**config.mk**
```make
export PLATFORM = sky130hd
export DESIGN_NAME = tt_settle_cnt
export DESIGN_NICKNAME = d
export VERILOG_FILES = /design/src/rtl/tt_sweep_pkg.sv /design/src/rtl/tt_settle_cnt.sv
export SDC_FILE = /design/constraint.sdc
export NUM_CORES = 1
export LEC_CHECK = 0
export BUFFER_PORTS_ARGS = -buffer_cell sky130_fd_sc_hd__buf_4
export CORE_AREA = 2 2 39 41
export DETAILED_ROUTE_END_ITERATION = 8
export DIE_AREA = 0 0 41 43
export GPL_ROUTABILITY_DRIVEN = 0
export PLACE_DENSITY = 0.42
export SYNTH_ARGS = -nofsm -noshare
export SYNTH_HDL_FRONTEND = slang
export SYNTH_SLANG_ARGS = --single-unit
```
**constraint.sdc**
```tcl
create_clock -name clk -period 1.8 [get_ports clk]
set_input_delay 0.09 -clock clk [delete_from_list [all_inputs] [get_ports clk]]
set_output_delay 0.09 -clock clk [all_outputs]
set_load 0.02 [all_outputs]
```
**src/rtl/tt_sweep_pkg.sv**
```systemverilog
// Shared definitions for the truth-table sweeper.
//   state_t      : sweep FSM states (IDLE, DRIVE, CHECK, FINISH)
//   STATE_W      : state register width
//   SETTLE_CNT_W : width of the settle down-counter (SETTLE is 0..15)
package tt_sweep_pkg;

  localparam int unsigned STATE_W      = 2;
  localparam int unsigned SETTLE_CNT_W = 4;

  typedef enum logic [STATE_W-1:0] {
    IDLE   = 2'd0,
    DRIVE  = 2'd1,
    CHECK  = 2'd2,
    FINISH = 2'd3
  } state_t;

endpackage

```
**src/rtl/tt_settle_cnt.sv**
```systemverilog
// Loadable settle down-counter used while a vector is being held.
// Ports:
//   clk, rst_n : clock, async active-low reset
//   load       : load LOAD_VAL (takes priority over en)
//   en         : decrement, saturating at zero
//   zero       : count is zero
module tt_settle_cnt
  import tt_sweep_pkg::*;
#(
  parameter int unsigned LOAD_VAL = 0
) (
  input  logic clk,
  input  logic rst_n,
  input  logic load,
  input  logic en,
  output logic zero
);

  localparam logic [SETTLE_CNT_W-1:0] LOAD_W = SETTLE_CNT_W'(LOAD_VAL);

  logic [SETTLE_CNT_W-1:0] cnt;

  always_ff @(posedge clk or negedge rst_n) begin
    if (!rst_n) begin
      cnt <= '0;
    end else if (load) begin
      cnt <= LOAD_W;
    end else if (en && (cnt != '0)) begin
      cnt <= cnt - SETTLE_CNT_W'(1);
    end
  end

  always_comb zero = (cnt == '0);

endmodule

```
==> results of run 1 <==
-- path summary, 6_finish.rpt --
path | end | from | slack (ns) | cells past startpoint
max reg2reg | cnt[2] | cnt[0] | 0.33 | 5
min | cnt[2] | load | 0.07 | 2
min reg2reg | cnt[2] | cnt[2] | 0.57 | 2
max in group asynchronous | cnt[0] | rst_n | 1.51 | 2
min in group asynchronous | cnt[3] | rst_n | 0.20 | 2
max | cnt[2] | cnt[0] | 0.33 | 5
-- metrics by stage --
step           std cells  util (%)  worst slack (ns)  instance area (µm²)  hold slack (ns)
5_1_grt               48     23.87            0.2101                330.3          0.08105
4_1_cts               48     23.87            0.3042                330.3          0.07066
6_report              48     23.87            0.3260                330.3          0.07322
3_5_place_dp          44     21.52            0.3137                297.8          -0.1120
2_1_floorplan         24         -            0.2544                247.7          -0.2056
3_3_place_gp          44     21.52            0.3292                297.8          -0.1127
-- critical path, cell delays in order (launching register included) --
cell	delay [ns]
dfrtp_1	0.36
inv_1	0.08
ha_1	0.19
nor3b_2	0.18
or3_2	0.45
a21oi_1	0.13
-- what timing repair did --
item | CTS | global route
hold buffers | 1 | 0
endpoints found under the hold margin | 4 | 0
setup endpoints to repair | 0 | 0
-- synth_stat cells --
master,instances
dfrtp_1,4
nor2_1,4
inv_1,3
ha_1,2
mux2_2,2
nand2_1,2
a21oi_1,1
a31o_1,1
nor2b_1,1
nor3b_2,1
nor4_2,1
or3_2,1
or4b_4,1
-- kinds of logic (layout without fill, tap and decap cells) --
group / count (synthesis) / after routing
AO/OA/AOI/OAI: 2 / 2
adder cells (fa/ha/maj): 2 / 2
buffers and inverters: 3 / 11
flip-flops: 4 / 4
multiplexers: 2 / 2
AND/OR/NAND/NOR: 11 / 11
-- report_power, final --
group | leakage [nW] | total, mW | switching (mW) | internal [mW]
registers | 0.0542 | 0.156 | 0.0306 | 0.125
clock network | 0.0138 | 0.104 | 0.0299 | 0.0740
logic | 0.0859 | 0.276 | 0.139 | 0.137
-- layout make-up --
type                            count  area, µm²  area share, %
Sequential cell                     4      100.1          30.30
Multi-Input combinational cell     17      136.4          41.29
Clock buffer                        3      22.52          6.818
Timing Repair Buffer                5      40.04          12.12
Inverter                            3      11.26          3.409
Tap cell                           16      20.02          6.061
-- layer usage --
| layer | track usage, % | routed length [µm] |
|---|---|---|
| met1 | 6.169 | 150 |
| met3 | 4.712 | 32 |
| met5 | 0 | 0 |
| met4 | 6.000 | 0 |
| met2 | 10.00 | 258 |
==> flow_summary_export.csv, run 1 <==
group,metric,value,unit
power,finalPower,0.5355,mW
timing,finalSetupViolCount,0,
critical_path,crit_type,"flip-flop to flip-flop",
timing,skew,0.001035,ns
die,io-pin-count,5,
yosys,synthMuxAreaShare,9.091,%
clocking,clock_path_buffers,2,
timing,tightestPinTransition,0.2980,ns
yosys,synth_xor_area_share,0,%
timing,hold_violations,0,
power,powerDensity,1621,nW/µm²
timing,finalCriticalPeriod,1.474,ns
cells_and_area,nFillCells,160,
die,core_area,1384,µm²
cells_and_area,layout_common_cells,"4 x nor2_1, 4 x dfrtp_1, 4 x buf_4",
timing,grt_setup_unrepaired,"false",
die,die_y,43,µm
clocking,cts_buffers,3,
timing,drv_slew,0,
clocking,cts_setup_buffers,0,
yosys,synth_compound_area_share,5.556,%
timing,setup-tns-final,0,ns
yosys,ys_ff_latch,4,
power,peakVddDrop,0.3106,mV
yosys,syn_avg_cell_area,10.32,µm²
yosys,synth_top_area_cell,"dfrtp_1",
route,post-route-drc-count,0,
route,drt_wl_total,441,µm
cells_and_area,n_antenna_cell,0,
min_path,worst_hold_path_type,"primary input to flip-flop",
route,drt_iter0_drc,3,
yosys,synth-simple-area-share,30.30,%
route,vias,197,
clocking,h-tree-depth,1,
global_routing,antenna_found_initial,0,
global_routing,overflow,0,
global_routing,grt_first_pass_wirelength,752,µm
clocking,tritoncts,"done",
yosys,synth-adder-area-share,10.10,%
yosys,synth.distinct_cells,13,
clocking,cts-resized-gates,0,
route,via_per_inst,4.104,
yosys,synth_top_area_share,40.40,%
cells_and_area,area_growth,33.33,%
timing,finalCritPeriodShare,81.89,%
yosys,netlist_area,247.7,µm²
clocking,clk_pin_slew,0.03,ns
critical_path,cp.arrival,1.62,ns
global_routing,grt_pass1_vias,199,
timing,slew-limit-headroom,80.05,%
yosys,yosysSeqAreaShare,40.40,%
power,leakage,0.1538,nW
cells_and_area,largest_reg_flops,4,
placed_design,dp_hpwl,390.2,µm
cells_and_area,max_flop_register,"cnt",
run,max_cap_violations,0,
clocking,cts_root_buffer,"clkbuf_4",
global_routing,grt_max_degree,8,
die,fp.dieArea,1763,µm²
outcome,outcome,"completed",
critical_path,critical_path_peak_fanout,4,
yosys,synth_top_family_by_area,"simple AND/OR/NAND/NOR gates",
placed_design,portBuffers,4,
cells_and_area,nets,40,
global_routing,grtUsageTotal,6.949,%
cells_and_area,reg_top3,"cnt x4",
critical_path,cp-start-kind,"flip-flop",
clocking,clock_sinks,4,
critical_path,worstSetupEndpointType,"flip-flop",
die,die_width,41,µm
die,placementRows,14,
route,final_antenna_net_count,0,
critical_path,required,1.95,ns
route,drt_first_pass_iters,2,
yosys,syn-num-nets,30,
route,wire_per_inst,9.188,µm
timing,max_freq,0.6784,GHz
clocking,clock_latency,0.23,ns
yosys,synth_area_leaders,"dfrtp_1 40%, ha_1 10%, mux2_2 9.1%, nor2_1 6.1%, or4b_4 5.6%",
cells_and_area,drive_gt1_share,40.63,%
yosys,synth_warnings,0,
yosys,syn_inst,24,
die,start_util,17.90,%
No activity file was read; power rests on OpenSTA's default activity.
==> run 2, diff against run 1 <==
==> constraint.sdc (replaced) <==
create_clock -name clk -period 1.46 [get_ports clk]
set_input_delay 0.073 -clock clk [delete_from_list [all_inputs] [get_ports clk]]
set_output_delay 0.073 -clock clk [all_outputs]
set_load 0.02 [all_outputs]
==> flow_summary_export.csv, run 2 (synthesized netlist as in run 1, its figures left out) <==
group,metric,value,unit
global_routing,overflow,0,
critical_path,critical_path_buf_inv_count,1,
power,clock_power_share,18.4,%
global_routing,grt_max_degree,8,
die,fp.dieArea,1763,µm²
power,peakVddDrop,0.6552,mV
clocking,tritoncts,"done",
die,core_area,1384,µm²
clocking,h-tree-depth,1,
cells_and_area,nets,42,
clocking,cts_buffers,3,
power,sw_frac_of_total,36.80,%
power,combPwrFrac,54.8,%
cells_and_area,reg_top3,"cnt x4",
critical_path,crit_path_top_delay_cell,"or3_2",
power,leakage,0.1658,nW
global_routing,grt_pass1_vias,193,
critical_path,cp_top_family,"simple AND/OR/NAND/NOR gates",
timing,tightestPinTransition,0.2359,ns
route,post-route-drc-count,0,
timing,grt_setup_unrepaired,"true",
placed_design,dp_hpwl,364.4,µm
min_path,worst_hold_path_type,"primary input to flip-flop",
clocking,clock_latency,0.24,ns
die,io-pin-count,5,
timing,holdWs,0.04662,ns
route,wire_per_inst,8.980,µm
power,seqPwrFrac,26.8,%
timing,hold_violations,0,
cells_and_area,layout_commonest_cell,"buf_4",
cells_and_area,drive_gt1_share,47.06,%
route,final_antenna_net_count,0,
global_routing,antenna_found_initial,0,
critical_path,critical_path_peak_fanout,4,
power,finalPower,0.7334,mW
die,die_width,41,µm
timing,finalCriticalPeriod,1.408,ns
cells_and_area,final_util,25.68,%
critical_path,cp-start-kind,"flip-flop",
cells_and_area,area_growth,43.43,%
power,p_sw,0.2699,mW
global_routing,grt_first_pass_wirelength,724,µm
cells_and_area,max_flop_register,"cnt",
timing,finalCritPeriodShare,96.43,%
clocking,clock_sinks,4,
timing,max_freq,0.7103,GHz
power,powerDensity,2064,nW/µm²
die,die_y,43,µm
critical_path,crit_chain,"inv_1, ha_1, nor3b_4, or3_2, a21oi_2",
die,start_util,17.90,%
power,internal_power,0.4635,mW
critical_path,cp.arrival,1.57,ns
timing,finalSetupViolCount,0,
route,via_per_inst,4.020,
die,placementRows,14,
cells_and_area,largest_reg_flops,4,
route,drt_iter0_drc,2,
clocking,clk_pin_slew,0.04,ns
global_routing,grtUsageTotal,6.761,%
route,vias,201,
timing,drv_slew,0,
clocking,cts_setup_buffers,0,
clocking,clock_path_buffers,2,
run,max_cap_violations,0,
critical_path,worstSetupEndpointType,"flip-flop",
route,drt_first_pass_iters,2,
cells_and_area,layout_common_cells,"6 x buf_4, 4 x nor2_1, 4 x dfrtp_1",
critical_path,crit_type,"flip-flop to flip-flop",
critical_path,required,1.62,ns
route,drt_wl_total,449,µm
critical_path,critPathMaxStageDelay,0.46,ns
clocking,cts_root_buffer,"clkbuf_4",
outcome,outcome,"completed",
cells_and_area,n_antenna_cell,0,
placed_design,portBuffers,4,
timing,skew,0.006209,ns
timing,slew-limit-headroom,84.26,%
run 2: cell types whose count changed in the layout (fill, tap and decap cells not counted):
cell     previous run  this run
nor3b_4             0         1
a21oi_1             1         0
nor3b_2             1         0
buf_4               4         6
a21oi_2             0         1
run 2: power groups by stage:
| stage | combinational, mW | sequential, mW | clock (mW) |
|---|---|---|---|
| 2_1_floorplan | 0.272 | 0.193 | 0 |
| 3_3_place_gp | 0.394 | 0.199 | 0 |
| 3_5_place_dp | 0.395 | 0.198 | 0 |
| 4_1_cts | 0.399 | 0.197 | 0.140 |
| 5_1_grt | 0.438 | 0.203 | 0.153 |
| 6_report | 0.402 | 0.197 | 0.135 |
run 2: final timing paths:
path,endpoint,slack (ns),depth (start not counted),from
setup / recovery,cnt[2],0.05,5,cnt[1]
hold / removal,cnt[2],0.05,2,load
setup reg to reg,cnt[2],0.05,5,cnt[1]
hold reg to reg,cnt[3],0.61,1,cnt[3]
max in group asynchronous,cnt[0],1.18,2,rst_n
min in group asynchronous,cnt[2],0.17,2,rst_n
run 2: timing repair:
action / CTS / global route
hold buffers: 1 / 0
hold endpoints to repair: 4 / 0
endpoints found under the setup margin: 0 / 3
resized for setup: 0 / 1
run 2: through the flow:
step	setup WS, ns	std cells	setup TNS (ns)	cell area [µm²]
2_1_floorplan	0.01182	24	0	254.0
3_5_place_dp	0.03496	46	0	319.1
3_3_place_gp	0.04930	46	0	319.1
5_1_grt	-0.01854	50	-0.04237	355.3
4_1_cts	0.03181	50	0	351.6
6_report	0.05211	50	0	355.3
run 2: area by class of cell:
cell class,count,area [µm²]
Fill cell,149,1028
Inverter,3,11.26
Tap cell,16,20.02
Sequential cell,4,100.1
Timing Repair Buffer,7,55.05
Multi-Input combinational cell,17,146.4
Clock buffer,3,22.52
run 2: metal layers:
metal	global-route usage, %	vias up	part of all wire (%)
met4	2.000	0	0
met5	0	-	0
met3	7.853	0	8.7
li1	-	103	-
met2	7.813	5	46
met1	7.843	93	45
==> run 3, diff against run 2 <==
--- a/config.mk
+++ b/config.mk
@@ -5,6 +5,7 @@
 export SDC_FILE = /design/constraint.sdc
 export NUM_CORES = 1
 export LEC_CHECK = 0
+export ABC_AREA = 1
 export BUFFER_PORTS_ARGS = -buffer_cell sky130_fd_sc_hd__buf_4
 export CORE_AREA = 2 2 39 41
 export DETAILED_ROUTE_END_ITERATION = 8
==> flow_summary_export.csv, run 3 <==
group,metric,value,unit
yosys,syn_inst,34,
critical_path,cpMostUsedCell,"inv_1",
cells_and_area,layout_common_cells,"9 x nand2_1, 5 x inv_1, 4 x dfrtp_1, 4 x buf_4",
global_routing,grt_first_pass_wirelength,862,µm
yosys,yosysSeqAreaShare,40.40,%
yosys,synth_edf_count,0,
placed_design,portBuffers,4,
clocking,clock_latency,0.24,ns
cells_and_area,nets,50,
die,core_area,1384,µm²
critical_path,worstSetupEndpointType,"primary output",
timing,finalCritPeriodShare,86.88,%
power,peakVddDrop,0.6137,mV
global_routing,overflow,0,
power,leakage,0.1821,nW
clocking,clock_sinks,4,
clocking,h-tree-depth,1,
yosys,synth_top_area_share,40.40,%
timing,hold_violations,0,
clocking,clock_path_buffers,2,
critical_path,crit_type,"flip-flop to primary output",
die,fp.dieArea,1763,µm²
route,drt_wl_total,480,µm
route,via_per_inst,3.931,
yosys,syn-num-nets,40,
clocking,cts_root_buffer,"clkbuf_4",
die,die_width,41,µm
yosys,synth_warnings,0,
yosys,ys_ff_latch,4,
timing,drv_slew,0,
yosys,netlist_area,247.7,µm²
critical_path,critical_path_peak_fanout,6,
global_routing,grt_pass1_vias,221,
timing,max_freq,0.7883,GHz
critical_path,required,1.39,ns
timing,slew-limit-headroom,83.78,%
clocking,cts_buffers,3,
timing,grt_setup_unrepaired,"false",
cells_and_area,final_util,23.87,%
route,post-route-drc-count,0,
cells_and_area,area_growth,33.33,%
cells_and_area,max_flop_register,"cnt",
cells_and_area,n_antenna_cell,0,
die,placementRows,14,
yosys,synth_commonest_cells,"9 x nand2_1, 5 x inv_1, 4 x dfrtp_1",
yosys,synth.most_common_cell,"nand2_1",
global_routing,grt_max_degree,7,
route,drt_first_pass_iters,4,
yosys,async_reset_ff_share,100.0,%
timing,skew,0.001659,ns
yosys,synth.distinct_cells,12,
critical_path,crit_chain,"inv_1, ha_1, nand2_1, inv_1, buf_4",
clocking,cts-resized-gates,0,
critical_path,crit_path_top_delay_cell,"dfrtp_1",
timing,setup-tns-final,0,ns
yosys,synth_flop_cell,"dfrtp_1",
critical_path,critPathMaxStageDelay,0.36,ns
die,start_util,17.90,%
route,wire_per_inst,8.276,µm
global_routing,antenna_found_initial,0,
yosys,synth_top_area_cell,"dfrtp_1",
yosys,syn_avg_cell_area,7.286,µm²
cells_and_area,largest_reg_flops,4,
run,max_cap_violations,0,
route,vias,228,
min_path,worst_hold_path_type,"primary input to flip-flop",
power,powerDensity,2089,nW/µm²
cells_and_area,drive_gt1_share,23.81,%
die,io-pin-count,5,
timing,tightestPinTransition,0.2433,ns
route,final_antenna_net_count,0,
critical_path,cp-start-kind,"flip-flop",
global_routing,grtUsageTotal,7.661,%
clocking,clk_pin_slew,0.04,ns
outcome,outcome,"completed",
clocking,tritoncts,"done",
timing,finalCriticalPeriod,1.268,ns
critical_path,cp.arrival,1.20,ns
cells_and_area,layout_commonest_cell,"nand2_1",
timing,finalSetupViolCount,0,
route,drt_iter0_drc,4,
die,die_y,43,µm
clocking,holdBufCountCts,1,
cells_and_area,reg_top3,"cnt x4",
clocking,cts_setup_buffers,0,
yosys,synth_area_leaders,"dfrtp_1 40%, nand2_1 14%, ha_1 10%, inv_1 7.6%, nand3_1 6.1%",
placed_design,dp_hpwl,366.2,µm
## run 3: path summary, 6_finish.rpt
path,start,end,slack (ns),depth (start not counted)
worst max-delay path,cnt[0],zero,0.19,5
worst min-delay path,load,cnt[1],0.11,4
worst max register to register,cnt[0],cnt[1],0.29,7
worst min register to register,cnt[3],cnt[3],0.54,2
max in group asynchronous,rst_n,cnt[1],1.19,2
min in group asynchronous,rst_n,cnt[3],0.17,2
## run 3: cells by family after synthesis
kind of cell / share of synthesized area, %
xor+xnor: 3.536
simple gates: 29.29
buf+inv: 10.61
flops: 40.41
compound gates: 6.059
fa+ha+maj: 10.10
## run 3: per-layer routing
| layer | global-route usage, % | vias to the layer above | share of wire (%) |
|---|---|---|---|
| met5 | 0 | - | 0 |
| met4 | 4.000 | 0 | 0 |
| met3 | 6.283 | 0 | 6.7 |
| met2 | 8.750 | 4 | 43 |
| met1 | 9.772 | 104 | 50 |
| li1 | - | 120 | - |
## run 3: where the power goes
group	switching, mW	leakage [nW]	internal, mW	total [mW]
combinational	0.216	0.115	0.141	0.357
clock	0.0499	0.0138	0.0923	0.142
sequential	0.0331	0.0530	0.158	0.191
total	0.299	0.182	0.391	0.690
## run 3: layout make-up
type | count | area (µm²)
well taps | 16 | 20.02
clock buffers | 3 | 22.52
inverters | 7 | 26.28
flip-flops and latches | 4 | 100.1
repair buffers | 5 | 40.04
fillers | 158 | 1054
multi-input cells | 23 | 121.4
## run 3: metrics by stage
| stage | cell area, µm² | total power [mW] | cells | hold slack (ns) | setup WS, ns |
|---|---|---|---|---|---|
| after floorplan | 247.7 | 0.4490 | 34 | -0.2226 | 0.4118 |
| after global placement | 297.8 | 0.5478 | 54 | -0.1268 | 0.2967 |
| after detailed placement | 297.8 | 0.5491 | 54 | -0.1271 | 0.2835 |
| after CTS | 330.3 | 0.7003 | 58 | 0.1135 | 0.1810 |
| after global routing | 330.3 | 0.7608 | 58 | 0.1302 | 0.1183 |
| final | 330.3 | 0.6900 | 58 | 0.1097 | 0.1915 |
## run 3: worst max-delay path, delay by kind of cell, from the launching register on
| kind | cells | cell delay [ns] |
|---|---|---|
| fa+ha+maj | 1 | 0.20 |
| buf+inv | 3 | 0.34 |
| flops | 1 | 0.36 |
| simple gates | 1 | 0.07 |
